### config.mk
export PLATFORM = sky130hd
export DESIGN_NAME = udp_tx_ready_ctrl
export DESIGN_NICKNAME = d
export VERILOG_FILES = /design/src/rtl/udp_tx_pkg.sv /design/src/rtl/udp_rr_arbiter.sv /design/src/rtl/udp_tx_ready_ctrl.sv
export SDC_FILE = /design/constraint.sdc
export NUM_CORES = 1
export LEC_CHECK = 0
export CORE_MARGIN = 1
export CORE_UTILIZATION = 50
export CTS_CLUSTER_DIAMETER = 60
export DETAILED_ROUTE_END_ITERATION = 16
export PLACE_DENSITY = 0.81
export SLEW_MARGIN = 40
export SYNTH_ARGS = -nofsm -noshare
export SYNTH_HDL_FRONTEND = slang
export SYNTH_HIERARCHICAL = 1
export SYNTH_SLANG_ARGS = --single-unit
### constraint.sdc
create_clock -name i_clk -period 2.65 [get_ports i_clk]
set_input_delay 0.265 -clock i_clk [delete_from_list [all_inputs] [get_ports i_clk]]
set_output_delay 0.265 -clock i_clk [all_outputs]
set_load 0.03 [all_outputs]
### src/rtl/udp_tx_pkg.sv
// Shared types and elaboration-time helpers for the UDP TX admission controller.
package udp_tx_pkg;

    // Controller states; the encoding is shared with any checker or debug logic.
    typedef enum logic [1:0] {
        ST_IDLE = 2'd0,
        ST_SEND = 2'd1,
        ST_DROP = 2'd2,
        ST_GAP  = 2'd3
    } tx_state_e;

    localparam int FRAME_CNT_W = 16;

    // Ceiling log2; clog2(1) == 0.
    function automatic int clog2(input int value);
        int res;
        res = 0;
        for (int i = 0; i < 31; i++) begin
            res = res + (((32'd1 << i) < value) ? 32'sd1 : 32'sd0);
        end
        return res;
    endfunction

    // Channel index width; never narrower than one bit.
    function automatic int idx_w(input int n);
        return (n > 1) ? clog2(n) : 1;
    endfunction

    // Beat counter must be able to hold P_MAX_LEN itself.
    function automatic int beat_cnt_w(input int max_len);
        return clog2(max_len + 1);
    endfunction

    // Gap counter covers both the runtime config and the default gap.
    function automatic int gap_cnt_w(input int gap_w, input int frame_gap);
        return (gap_w > clog2(frame_gap + 1)) ? gap_w : clog2(frame_gap + 1);
    endfunction

endpackage

### src/rtl/udp_rr_arbiter.sv
// Round-robin arbiter: picks the first requester at or after the pointer, wrapping to 0.
module udp_rr_arbiter
    import udp_tx_pkg::*;
#(
    parameter int N     = 2,
    parameter int IDX_W = 1
) (
    input  logic [N-1:0]     req,
    input  logic [IDX_W-1:0] ptr,
    output logic [N-1:0]     gnt_oh,
    output logic [IDX_W-1:0] gnt_idx,
    output logic             gnt_any
);

    logic             hit_hi_s;
    logic [IDX_W-1:0] idx_hi_s;
    logic [IDX_W-1:0] idx_lo_s;

    // Lowest requester at/after the pointer wins, else the lowest requester overall.
    always_comb begin
        hit_hi_s = 1'b0;
        idx_hi_s = '0;
        idx_lo_s = '0;
        for (int j = N - 1; j >= 0; j--) begin
            hit_hi_s = (req[j] && (j >= int'(ptr))) ? 1'b1 : hit_hi_s;
            idx_hi_s = (req[j] && (j >= int'(ptr))) ? IDX_W'(j) : idx_hi_s;
            idx_lo_s = req[j] ? IDX_W'(j) : idx_lo_s;
        end
        gnt_any = |req;
        gnt_idx = hit_hi_s ? idx_hi_s : idx_lo_s;
        for (int j = 0; j < N; j++) begin
            gnt_oh[j] = gnt_any && (gnt_idx == IDX_W'(j));
        end
    end

endmodule

### src/rtl/udp_tx_ready_ctrl.sv
// Multi-channel UDP TX admission controller: round-robin frame grant, inter-frame gap,
// maximum-length truncation, beat pass-through to the MAC.
module udp_tx_ready_ctrl
    import udp_tx_pkg::*;
#(
    parameter int P_FRAME_GAP = 12,
    parameter int P_CHANNELS  = 2,
    parameter int P_DATA_W    = 8,
    parameter int P_MAX_LEN   = 1500,
    parameter int P_GAP_W     = 8
) (
    input  logic                           i_clk,
    input  logic                           i_rst,
    input  logic [P_GAP_W-1:0]             i_gap_cfg,
    input  logic [P_CHANNELS-1:0]          i_req,
    input  logic [P_CHANNELS-1:0]          i_valid,
    input  logic [P_CHANNELS-1:0]          i_last,
    input  logic [P_CHANNELS*P_DATA_W-1:0] i_data,
    output logic [P_CHANNELS-1:0]          o_ready,
    output logic                           o_valid,
    output logic                           o_last,
    output logic [P_DATA_W-1:0]            o_data,
    output logic [idx_w(P_CHANNELS)-1:0]   o_chan,
    input  logic                           i_mac_ready,
    output logic                           o_busy,
    output logic                           o_trunc,
    output logic [FRAME_CNT_W-1:0]         o_frame_cnt
);

    localparam int CHAN_W    = idx_w(P_CHANNELS);
    localparam int BEAT_W    = beat_cnt_w(P_MAX_LEN);
    localparam int GAP_CNT_W = gap_cnt_w(P_GAP_W, P_FRAME_GAP);

    tx_state_e              state_r;
    tx_state_e              state_nx_s;
    logic [CHAN_W-1:0]      ptr_r;
    logic [CHAN_W-1:0]      grant_r;
    logic [P_CHANNELS-1:0]  grant_oh_r;
    logic [CHAN_W-1:0]      arb_idx_s;
    logic [P_CHANNELS-1:0]  arb_oh_s;
    logic                   arb_any_s;
    logic [BEAT_W-1:0]      beat_cnt_r;
    logic [GAP_CNT_W-1:0]   gap_cnt_r;
    logic [GAP_CNT_W-1:0]   gap_len_r;
    logic [FRAME_CNT_W-1:0] frame_cnt_r;
    logic                   trunc_r;
    logic                   src_valid_s;
    logic                   src_last_s;
    logic [P_DATA_W-1:0]    src_data_s;
    logic                   accept_s;
    logic                   max_beat_s;
    logic                   gap_end_s;
    logic                   grant_load_s;
    logic                   gap_load_s;
    logic                   frame_done_s;
    logic                   trunc_s;

    udp_rr_arbiter #(
        .N     (P_CHANNELS),
        .IDX_W (CHAN_W)
    ) u_arb (
        .req     (i_req),
        .ptr     (ptr_r),
        .gnt_oh  (arb_oh_s),
        .gnt_idx (arb_idx_s),
        .gnt_any (arb_any_s)
    );

    // Select the granted channel's beat signals.
    always_comb begin
        src_valid_s = 1'b0;
        src_last_s  = 1'b0;
        src_data_s  = '0;
        for (int k = 0; k < P_CHANNELS; k++) begin
            src_valid_s = (grant_r == CHAN_W'(k)) ? i_valid[k] : src_valid_s;
            src_last_s  = (grant_r == CHAN_W'(k)) ? i_last[k] : src_last_s;
            src_data_s  = (grant_r == CHAN_W'(k)) ? i_data[k*P_DATA_W +: P_DATA_W] : src_data_s;
        end
    end

    assign accept_s   = src_valid_s & i_mac_ready;
    assign max_beat_s = (beat_cnt_r == BEAT_W'(P_MAX_LEN - 1));
    assign gap_end_s  = (gap_cnt_r == (gap_len_r - GAP_CNT_W'(1)));

    // State register.
    always_ff @(posedge i_clk) begin
        if (!i_rst) begin
            state_r <= ST_IDLE;
        end else begin
            state_r <= state_nx_s;
        end
    end

    // Next-state logic plus the one-cycle event strobes that drive the counters.
    always_comb begin
        state_nx_s   = state_r;
        grant_load_s = 1'b0;
        gap_load_s   = 1'b0;
        frame_done_s = 1'b0;
        trunc_s      = 1'b0;
        case (state_r)
            ST_IDLE: begin
                if (arb_any_s) begin
                    state_nx_s   = ST_SEND;
                    grant_load_s = 1'b1;
                end else begin
                    state_nx_s = ST_IDLE;
                end
            end
            ST_SEND: begin
                if (accept_s && src_last_s) begin
                    state_nx_s   = ST_GAP;
                    gap_load_s   = 1'b1;
                    frame_done_s = 1'b1;
                end else if (accept_s && max_beat_s) begin
                    state_nx_s   = ST_DROP;
                    frame_done_s = 1'b1;
                    trunc_s      = 1'b1;
                end else begin
                    state_nx_s = ST_SEND;
                end
            end
            ST_DROP: begin
                if (src_valid_s && src_last_s) begin
                    state_nx_s = ST_GAP;
                    gap_load_s = 1'b1;
                end else begin
                    state_nx_s = ST_DROP;
                end
            end
            ST_GAP: begin
                if (gap_end_s && arb_any_s) begin
                    state_nx_s   = ST_SEND;
                    grant_load_s = 1'b1;
                end else if (gap_end_s) begin
                    state_nx_s = ST_IDLE;
                end else begin
                    state_nx_s = ST_GAP;
                end
            end
            default: begin
                state_nx_s = ST_IDLE;
            end
        endcase
    end

    // Beat-path outputs: combinational pass-through from the granted source.
    always_comb begin
        o_valid = 1'b0;
        o_last  = 1'b0;
        o_data  = '0;
        o_ready = '0;
        case (state_r)
            ST_SEND: begin
                o_valid = src_valid_s;
                o_last  = src_last_s | max_beat_s;
                o_data  = src_data_s;
                o_ready = i_mac_ready ? grant_oh_r : '0;
            end
            ST_DROP: begin
                o_ready = grant_oh_r;
            end
            default: begin
                o_valid = 1'b0;
            end
        endcase
    end

    // Grant and round-robin pointer.
    always_ff @(posedge i_clk) begin
        if (!i_rst) begin
            grant_r    <= '0;
            grant_oh_r <= '0;
            ptr_r      <= '0;
        end else if (grant_load_s) begin
            grant_r    <= arb_idx_s;
            grant_oh_r <= arb_oh_s;
            ptr_r      <= (arb_idx_s == CHAN_W'(P_CHANNELS - 1)) ? '0 : arb_idx_s + CHAN_W'(1);
        end else begin
            grant_r    <= grant_r;
            grant_oh_r <= grant_oh_r;
            ptr_r      <= ptr_r;
        end
    end

    // Beat and gap counters; the gap length is captured when GAP is entered.
    always_ff @(posedge i_clk) begin
        if (!i_rst) begin
            beat_cnt_r <= '0;
            gap_cnt_r  <= '0;
            gap_len_r  <= '0;
        end else begin
            if (grant_load_s) begin
                beat_cnt_r <= '0;
            end else if ((state_r == ST_SEND) && accept_s) begin
                beat_cnt_r <= beat_cnt_r + BEAT_W'(1);
            end else begin
                beat_cnt_r <= beat_cnt_r;
            end
            if (gap_load_s) begin
                gap_cnt_r <= '0;
                gap_len_r <= (i_gap_cfg != '0) ? GAP_CNT_W'(i_gap_cfg) : GAP_CNT_W'(P_FRAME_GAP);
            end else if (state_r == ST_GAP) begin
                gap_cnt_r <= gap_cnt_r + GAP_CNT_W'(1);
                gap_len_r <= gap_len_r;
            end else begin
                gap_cnt_r <= gap_cnt_r;
                gap_len_r <= gap_len_r;
            end
        end
    end

    // Frame counter and truncation pulse.
    always_ff @(posedge i_clk) begin
        if (!i_rst) begin
            frame_cnt_r <= '0;
            trunc_r     <= 1'b0;
        end else begin
            frame_cnt_r <= frame_done_s ? frame_cnt_r + 16'd1 : frame_cnt_r;
            trunc_r     <= trunc_s;
        end
    end

    assign o_chan      = grant_r;
    assign o_busy      = (state_r != ST_IDLE);
    assign o_trunc     = trunc_r;
    assign o_frame_cnt = frame_cnt_r;

endmodule

==> qor.yml <==
run_status: "finished clean"
tns_ns: 0
ys_seq_area_share_pct: 36.5
wl_um: 6000
die_y_um: 76.0
coreArea_um2: 5200
numCtsBuffers: 5
cts.sink_count: 50
grt_use_total_pct: 21.6
grt_pass1_vias: 2274
required_ns: 2.38
drv_cap: 0
leakagePower_nw: 1.30
path_class: "reg -> out"
power_switching_uw: 397
comb_power_share_pct: 16.7
ant_nets: 0
fin_crit_sh_pct: 90.3
nets: 428
ys_ff_latch: 50
antenna_cells: 0
wl_per_cell_um: 13.1
hold_buffers: 0
antenna_found_initial: 0
pwr_density_cell_nw_per_um2: 424
rsz0062_at_grt: "false"
dieArea_um2: 5780
layout_setup_ws_ns: 0.258
hp-class: "reg -> reg"
ys_async_sr_fraction_pct: 0
relSlewSlack_pct: 48.1
cts_tree: "built"
rows: 26
vias: 2407
htree_levels: 2
yosys_warnings: 6
synth.distinct_cells: 46
r2r_setup_slack_ns: 0.31
hold_viol_final: 0
cts-root-buf: "clkbuf_8"
crit_fanout: 3
port_buffers: 63
fin_crit_ns: 2.39
crit_path_end_kind: "output pin"
grt_max_degree: 25
drtIter0Drc: 81
vdd_drop_max_uv: 365
synth_flop_cell: "dfxtp_1"
start_kind: "flop"
synth-edff-count: 0
synthesis.nets: 366
syn_area_um2: 2740
path_clk_slew_ns: 0.09
worstMarginPinSlew_ns: 0.778
drv_slew: 0
timing.fmax_mhz: 418
die_w_um: 76.0
vias_per_cell: 5.27
cp_slowest_stage_delay_ns: 0.65
pre_cts_ws_ns: 0.269
arrival_ns: 2.13
layout-drive-gt1-share_pct: 6.98
report.final.setup_viol: 0
finClkSkew_ns: 0.00765
critical_path.cell_chain: "inv_1 > ha_1 > nor2b_1 > and2_1 > clkdlybuf4s50_1"
start_util_pct: 52.6
first_pass_iters: 4
synthToLayoutAreaGrowth_pct: 29.2
seqPwrFrac_pct: 51.4
synthCells: 324
p_int_mw: 1.10
clock_latency_ns: 0.31
syn_area_per_cell_um2: 8.45
io_pins: 64
p_clk_share_pct: 31.9
swShare_pct: 26.5
grt_pass1_wl_um: 10300
grt-ovfl-total: 0
cts_repair_resize_count: 0
clockBufferDepth: 2
gp_routability_congestion: 0.808
postCtsSetupBuffers: 0
drc: 0
hpwl_um: 4440
slowest_stage: "clkdlybuf4s50_1"
==> worst max-delay path: cells and delay by family (launching register included) <==
kind          cells  cell delay (ns)
buf+inv           2             0.75
flops             1             0.38
simple gates      2             0.37
fa+ha+maj         1             0.31
==> cells in the final DEF (no fill, tap or decap), types with 2 or more instances in the layout <==
master            n
mux2_2            2
o21ai_0           9
clkbuf_8          6
nand2_1          25
buf_4             6
o221a_2           2
or2_2             2
nand3_1          14
nor2_1           43
a211oi_1          2
a21o_2            2
nand4_1           9
and3_1            3
mux2i_1          17
dfxtp_1          50
nor3b_1           2
or3_1             6
nand3b_1          3
nand2b_1          3
clkdlybuf4s50_1  63
nor3_1            5
a31oi_1           2
a21oi_1          10
a21boi_1          3
inv_1            14
and2_1            6
and4_1            4
xor2_1           20
nor4_1            4
nor2b_1          10
ha_1              9
xnor2_1          16
==> final cells by class <==
| class | count | area (um^2) |
|---|---|---|
| Timing Repair Buffer | 69 | 676 |
| Fill cell | 434 | 1670 |
| Inverter | 14 | 52.6 |
| Sequential cell | 50 | 1000 |
| Tap cell | 70 | 87.6 |
| Clock inverter | 2 | 16.3 |
| Clock buffer | 6 | 82.6 |
| Multi-Input combinational cell | 246 | 1620 |
==> flip-flops by register name, summed over array words and instances, names as in the netlist <==
name	count
gap_len_r	8
o_frame_cnt	16
beat_cnt_r	11
grant_oh_r	2
gap_cnt_r	8
ptr_r	1
o_trunc	1
state_r	2
o_chan	1
==> routing by layer <==
metal	global-route usage, %	vias up	wire (um)
li1	-	1231	-
met1	28.1	1131	2870
met2	36.6	41	2850
met3	4.07	4	247
met4	5.96	0	35
met5	0	-	0
==> power by group through the flow <==
stage	registers (mW)	logic (mW)	clock network (mW)
2_1_floorplan	0.788	0.143	0
3_3_place_gp	0.787	0.247	0
3_5_place_dp	0.788	0.250	0
4_1_cts	0.770	0.251	0.486
5_1_grt	0.772	0.272	0.520
6_report	0.770	0.250	0.479
==> Yosys cell counts (2+ instances only) <==
library cell / instances / share of area [%]
or2_2: 2 / 0.46
nand3_1: 14 / 2.6
clkbuf_1: 11 / 1.5
inv_1: 14 / 1.9
and2_1: 6 / 1.4
a21boi_1: 3 / 0.82
a21oi_1: 10 / 1.8
nand4_1: 9 / 2.1
o221a_2: 2 / 0.82
mux2_2: 2 / 0.82
nor2b_1: 10 / 2.3
ha_1: 9 / 4.1
and4_1: 4 / 1.3
nand2_1: 25 / 3.4
nand2b_1: 3 / 0.69
nor4_1: 4 / 0.91
a31oi_1: 2 / 0.46
a211oi_1: 2 / 0.55
nor2_1: 43 / 5.9
a21o_2: 2 / 0.64
xnor2_1: 16 / 5.1
nor3_1: 5 / 0.91
nor3b_1: 2 / 0.55
xor2_1: 20 / 6.4
dfxtp_1: 50 / 37
o21ai_0: 9 / 1.6
and3_1: 3 / 0.69
mux2i_1: 17 / 6.2
nand3b_1: 3 / 0.82
or3_1: 6 / 1.4
==> stage by stage <==
step	std cells	utilization, %	instance area, um^2	hold WS (ns)	power (mW)
6_report	457	68.0	3540	0.459	1.50
5_1_grt	457	68.0	3540	0.497	1.56
4_1_cts	457	68.0	3540	0.464	1.51
3_5_place_dp	449	66.1	3440	0.452	1.04
3_3_place_gp	449	66.1	3440	0.442	1.03
2_1_floorplan	324	-	2740	0.404	0.931
==> logic make-up (layout without fill, tap and decap cells) <==
| kind of cell | after synthesis | count (layout) | share of synthesized area (%) |
|---|---|---|---|
| flops | 50 | 50 | 36.5 |
| simple gates | 143 | 143 | 26.6 |
| buf+inv | 28 | 91 | 4.16 |
| xor+xnor | 36 | 36 | 11.5 |
| mux | 19 | 19 | 7.04 |
| compound gates | 39 | 39 | 10.1 |
| fa+ha+maj | 9 | 9 | 4.11 |
==> final timing paths <==
check,cells past startpoint,to,start
max,5,o_ready[1],state_r[0]$_SDFF_PN0_
min,2,grant_oh_r[1]$_SDFFE_PN0P_,grant_oh_r[1]$_SDFFE_PN0P_
max reg2reg,6,beat_cnt_r[8]$_SDFFE_PP0P_,gap_len_r[2]$_SDFFE_PN0P_
min reg2reg,2,grant_oh_r[1]$_SDFFE_PN0P_,grant_oh_r[1]$_SDFFE_PN0P_
Note: power is estimated with default switching activity, not from simulation.
